File: src/rtl/cache_ctrl.sv
// Control FSM for a direct-mapped L1 data cache: hit/miss, dirty write-back, line refill.
// cache_req_o = {index, wr_en}; tag words = {valid, dirty, tag}. CACHE_STATS_EN adds hit/miss counters.
module cache_ctrl #(
  parameter int  ADDR_W   = 32,
  parameter int  INDEX_W  = 8,
  parameter int  OFFSET_W = 4,
  localparam int TAG_W    = ADDR_W - INDEX_W - OFFSET_W
) (
  input  logic               clk_i,
  input  logic               rst_i,
  input  logic               cpu_req_valid_i,
  output logic               cpu_req_ready_o,
  input  logic               cpu_we_i,
  input  logic [ADDR_W-1:0]  cpu_addr_i,
  output logic               cpu_rsp_valid_o,
  output logic [INDEX_W:0]   cache_req_o,
  output logic [TAG_W+1:0]   wr_tag_o,
  input  logic [TAG_W+1:0]   rd_tag_i,
  output logic               data_hit_we_o,
  output logic               data_refill_we_o,
  output logic               mem_req_valid_o,
  input  logic               mem_req_ready_i,
  output logic               mem_req_we_o,
  output logic [ADDR_W-1:0]  mem_addr_o,
  input  logic               mem_rsp_valid_i
`ifdef CACHE_STATS_EN
  ,
  output logic [31:0]        hit_cnt_o,
  output logic [31:0]        miss_cnt_o
`endif
);

  typedef enum logic [2:0] {
    IDLE, COMPARE, WRITEBACK, WB_WAIT, ALLOCATE, REFILL_WAIT
  } state_t;

  state_t             state, state_nxt;
  logic [INDEX_W-1:0] lat_index;
  logic [TAG_W-1:0]   lat_tag;
  logic               lat_we;
  logic [TAG_W-1:0]   victim_tag;
  logic               recheck;

  logic [INDEX_W-1:0] cpu_index;
  logic [TAG_W-1:0]   cpu_tag;
  logic               rd_valid, rd_dirty;
  logic [TAG_W-1:0]   rd_tag;
  logic               hit;
  logic               tag_we;
  logic [INDEX_W-1:0] req_index;
  logic               unused_offset;

  assign cpu_index     = cpu_addr_i[OFFSET_W+INDEX_W-1:OFFSET_W];
  assign cpu_tag       = cpu_addr_i[ADDR_W-1:ADDR_W-TAG_W];
  assign unused_offset = ^cpu_addr_i[OFFSET_W-1:0];
  assign rd_valid      = rd_tag_i[TAG_W+1];
  assign rd_dirty      = rd_tag_i[TAG_W];
  assign rd_tag        = rd_tag_i[TAG_W-1:0];
  assign hit           = rd_valid && (rd_tag == lat_tag);

  always_ff @(posedge clk_i or posedge rst_i) begin
    if (rst_i) begin
      state      <= IDLE;
      lat_index  <= '0;
      lat_tag    <= '0;
      lat_we     <= 1'b0;
      victim_tag <= '0;
      recheck    <= 1'b0;
    end else begin
      state <= state_nxt;
      if (state == IDLE && cpu_req_valid_i) begin
        lat_index <= cpu_index;
        lat_tag   <= cpu_tag;
        lat_we    <= cpu_we_i;
      end
      // Hold the victim tag so the write-back address cannot move while stalled.
      if (state == COMPARE && !hit)
        victim_tag <= rd_tag;
      if (state == REFILL_WAIT && mem_rsp_valid_i)
        recheck <= 1'b1;
      else if (state == COMPARE)
        recheck <= 1'b0;
    end
  end

  always_comb begin
    state_nxt        = state;
    cpu_req_ready_o  = 1'b0;
    cpu_rsp_valid_o  = 1'b0;
    tag_we           = 1'b0;
    wr_tag_o         = '0;
    data_hit_we_o    = 1'b0;
    data_refill_we_o = 1'b0;
    mem_req_valid_o  = 1'b0;
    mem_req_we_o     = 1'b0;
    mem_addr_o       = '0;
    req_index        = lat_index;
    case (state)
      IDLE: begin
        cpu_req_ready_o = ~rst_i;
        req_index       = cpu_index;
        if (cpu_req_valid_i)
          state_nxt = COMPARE;
      end
      COMPARE: begin
        if (hit) begin
          cpu_rsp_valid_o = 1'b1;
          if (lat_we) begin
            data_hit_we_o = 1'b1;
            tag_we        = 1'b1;
            wr_tag_o      = {1'b1, 1'b1, lat_tag};
          end
          state_nxt = IDLE;
        end else if (rd_valid && rd_dirty) begin
          state_nxt = WRITEBACK;
        end else begin
          state_nxt = ALLOCATE;
        end
      end
      WRITEBACK: begin
        mem_req_valid_o = 1'b1;
        mem_req_we_o    = 1'b1;
        mem_addr_o      = {victim_tag, lat_index, {OFFSET_W{1'b0}}};
        if (mem_req_ready_i)
          state_nxt = WB_WAIT;
      end
      WB_WAIT: begin
        if (mem_rsp_valid_i)
          state_nxt = ALLOCATE;
      end
      ALLOCATE: begin
        mem_req_valid_o = 1'b1;
        mem_addr_o      = {lat_tag, lat_index, {OFFSET_W{1'b0}}};
        if (mem_req_ready_i)
          state_nxt = REFILL_WAIT;
      end
      REFILL_WAIT: begin
        if (mem_rsp_valid_i) begin
          data_refill_we_o = 1'b1;
          tag_we           = 1'b1;
          wr_tag_o         = {1'b1, 1'b0, lat_tag};
          state_nxt        = COMPARE;
        end
      end
      default: state_nxt = IDLE;
    endcase
    cache_req_o = rst_i ? '0 : {req_index, tag_we};
  end

`ifdef CACHE_STATS_EN
  // Only the first-pass lookup counts; the post-refill re-check is bookkeeping.
  always_ff @(posedge clk_i or posedge rst_i) begin
    if (rst_i) begin
      hit_cnt_o  <= '0;
      miss_cnt_o <= '0;
    end else if (state == COMPARE && !recheck) begin
      if (hit && hit_cnt_o != 32'hFFFF_FFFF)
        hit_cnt_o <= hit_cnt_o + 32'd1;
      else if (!hit && miss_cnt_o != 32'hFFFF_FFFF)
        miss_cnt_o <= miss_cnt_o + 32'd1;
    end
  end
`endif

endmodule
File: config.mk
export PLATFORM = sky130hd
export DESIGN_NAME = cache_ctrl
export DESIGN_NICKNAME = d
export VERILOG_FILES = /design/src/rtl/cache_ctrl.sv
export SDC_FILE = /design/constraint.sdc
export NUM_CORES = 1
export LEC_CHECK = 0
export ABC_AREA = 1
export CORE_MARGIN = 1.5
export CORE_UTILIZATION = 40
export CTS_CLUSTER_SIZE = 20
export DETAILED_ROUTE_END_ITERATION = 7
export GPL_TIMING_DRIVEN = 0
export PLACE_DENSITY = 0.78
export SLEW_MARGIN = 20
export SYNTH_ARGS = -nofsm -noshare
export SYNTH_HDL_FRONTEND = slang
export SYNTH_SLANG_ARGS = --single-unit
File: constraint.sdc
create_clock -name clk_i -period 1.9 [get_ports clk_i]
set_clock_uncertainty 0.1 [all_clocks]
set_input_delay 0.19 -clock clk_i [delete_from_list [all_inputs] [get_ports clk_i]]
set_output_delay 0.19 -clock clk_i [all_outputs]
set_load 0.1 [all_outputs]
==> flow_summary.toml <==
[synth]
yosysUniqueCellTypes = 30
synth_seq_cells = 52
synth_warnings = 0
synth_top_cells_by_count = "122 x nand2_1, 52 x dfrtp_1, 51 x nor2_1"
synth_top_area_share_pct = 39.82
postSynthAreaPerCell_um2 = 7.214
synth_top_area_cell = "dfrtp_1"
ys_seq_area_share_pct = 39.82
synth.area.top_cells = "dfrtp_1 40%, nand2_1 14%, o21ai_0 6.7%, nor2_1 5.9%, inv_1 5.5%"
synth_most_common_cell = "nand2_1"
syn-cell-area_mm2 = 0.003268
netlist_instances = 453
async_flop_share_pct = 100.0
synth_edf_count = 0
synth_ff_type = "dfrtp_1"

[timing]
rsz0062_at_grt = "true"
hold_viol = 0
drv_slew = 0
worstMarginPinSlew_ps = 980.4
max_freq_mhz = 386.4
slew_headroom_pct = 34.28
hold-worst-slack_ps = 128.8
layout_setup_ws_ps = -688.2
setup_viol = 89
min_period_ps = 2588
final.period_utilization_pct = 136.2

[outcome]
status = "complete, but fails checks"
violations = "negative setup slack"

[clock_tree]
numCtsBuffers = 5
clk_pin_slew_worst_paths_ps = 100
clock-sinks = 52
htreeDepth = 2
clkLatencyLatePin_ps = 310
cts_tree = "yes"
clock-root-buffer = "clkbuf_8"
clockBufferDepth = 2

[floorplanning]
ioPinCount = 129
die_w_um = 93.39
dieArea_mm2 = 0.008722
rows = 32
start_util_pct = 41.86
die_h_um = 93.39
core-area_mm2 = 0.007807

[routing]
via_per_inst = 5.637
drt_iter0_markers = 338
drcViolationCount = 0
first_pass_iters = 5
vias = 4115
wirelength_um = 15190
wl_per_cell_um = 20.80
final_antenna_net_count = 0

[min_path]
hp-class = "in2reg"
holdPathStages = 3
min-delay-start = "rd_tag_i[2]"
worstHoldEndpoint = "victim_tag[2]$_DFFE_PP0P_"

[setup_path]
startpoint_type = "flip-flop"
r2r_setup_slack_ps = -280
end_kind = "primary output"
rr_startpoint = "lat_tag[6]$_DFFE_PP0P_"
cp_data_required_time_ps = 1610
reg2reg_to = "victim_tag[3]$_DFFE_PP0P_"
critPathArrivalTime_ps = 2300
critPathMaxFanout = 5
path_class = "reg2out"
r2r_cells = 12

[finish]
fin_cells = 730
fillers = 365
nNetsFinal = 686
synthToLayoutAreaGrowth_pct = 106.8
layout-drive-gt1-share_pct = 46.41
design_area_mm2 = 0.006758

[placed_design]
post-place-ws_ps = -1527
post_dp_cell_area_mm2 = 0.005255
io_buffer_count = 120
dp_cells = 679
gp_congestion = 0.8399
hpwlAfterDp_um = 8010

[run]
maxCapViolations = 0

[global_routing]
grt_pass1_wl_um = 20660
grt_pass1_vias = 4086
grt.total_usage_pct = 30.72
grt_max_degree = 27
antenna_found_initial = 1
overflow = 0

[pwr]
p_total_mw = 13.38
power.leakage_nw = 3.002
power_density_mw_per_mm2 = 1980
ir_drop_v = 0.002098
==> power by group <==
group	internal [mW]	switching [mW]	leakage (nW)
sequential	1.66	0.434	0.602
clock	0.392	0.392	0.0552
combinational	3.73	6.78	2.35
total	5.78	7.61	3.00
==> cell type report <==
class / count / area [um2] / area share, %
diodes: 1 / 2.502 / 0.03703
plain buffers: 22 / 317.8 / 4.703
clock buffers: 6 / 72.57 / 1.074
clock inverters: 2 / 35.03 / 0.5184
inverters: 64 / 275.3 / 4.073
multi-input cells: 318 / 2320 / 34.33
flip-flops and latches: 52 / 1304 / 19.29
well taps: 102 / 127.6 / 1.889
repair buffers: 162 / 2298 / 34.01
repair inverters: 1 / 5.005 / 0.07406
==> sequential cells by signal, summed over array words and instances, names as in the netlist <==
signal and flops:
lat_index 8, lat_tag 20, victim_tag 20, state 3, lat_we 1
==> cell usage in the layout (no fill, tap or decap), types with 3 or more instances in the layout <==
master           Yosys  layout
buf_12               0      70
dlygate4sd2_1        0       7
nor2_1              51      35
o21ai_0             44      15
buf_4                7      33
nand3_1              6       5
nand2_2              7      20
conb_1               1       4
nor2_2               4       9
nor2_4               2      13
buf_16               0       3
buf_6                7      13
dfrtp_1             52      50
nand2_1            122     103
o21ai_1             10      14
mux2_4               4       4
mux2_2               3       3
clkinvlp_4           0       4
clkbuf_16            0       6
nand2_4              0       4
clkdlybuf4s50_1      0      46
inv_2               16      24
o21ai_4              0      23
inv_1               48      32
a21oi_4              1      29
clkbuf_8             0       6
a21oi_1             34      16
a21oi_2             16       6
==> critical path: stages (launching register included) <==
cell and delay (ps):
dfrtp_1 430, xnor2_1 160, nand2_1 120, nor2_1 180, nand2_1 90, nor2_2 150
nand4_4 130, buf_12 170, buf_16 150, a21oi_4 190, buf_12 190
==> what timing repair did <==
item / in CTS / in global routing
gates cloned: 3 / 5
pin swaps: 18 / 18
resized for setup: 652 / 42
buffers inserted: 24 / 13
endpoints found under the setup margin: 65 / 110
hold buffers: 0 / 0
==> per-layer routing <==
metal  wire (um)  vias up  share of wire [%]  global-route usage, %
met2        7918      295                 52                  57.43
met1        5292     1991                 35                  34.28
met5           0        -                  0                      0
met3        1223       68                8.1                  6.098
li1            -     1761                  -                      -
met4         751        0                4.9                  10.48
==> cell families (layout without fill, tap and decap cells) <==
kind of cell           count (synthesis)  after routing  share of synthesized area, %
AO/OA/AOI/OAI                        107            107                         18.72
XOR/XNOR                               2              2                        0.5361
buffers and inverters                 86            257                         12.52
flip-flops                            52             52                         39.82
multiplexers                           7              7                         2.871
other                                  1              5                        0.1147
AND/OR/NAND/NOR                      198            198                         25.42
==> how the worst max path moves through the flow <==
stage / start / to / slack [ps] / cells past startpoint
global placement: rst_i / cache_req_o[6] / -1950 / 5
CTS: lat_tag[8]$_DFFE_PP0P_ / wr_tag_o[15] / -440 / 12
global route: lat_tag[14]$_DFFE_PP0P_ / wr_tag_o[13] / -780 / 11
detailed placement: rd_tag_i[5] / wr_tag_o[14] / -1530 / 11
floorplan: lat_tag[17]$_DFFE_PP0P_ / wr_tag_o[10] / -290 / 9
finish: lat_tag[6]$_DFFE_PP0P_ / wr_tag_o[13] / -690 / 10
==> stage by stage <==
step / utilization, % / setup TNS [ps]
after floorplan: - / -6930
after global placement: 67.05 / -78320
final: 86.55 / -25890
after CTS: 82.40 / -13840
after global routing: 86.55 / -32240
after detailed placement: 67.31 / -76790
Note: power is estimated with default switching activity, not from simulation.
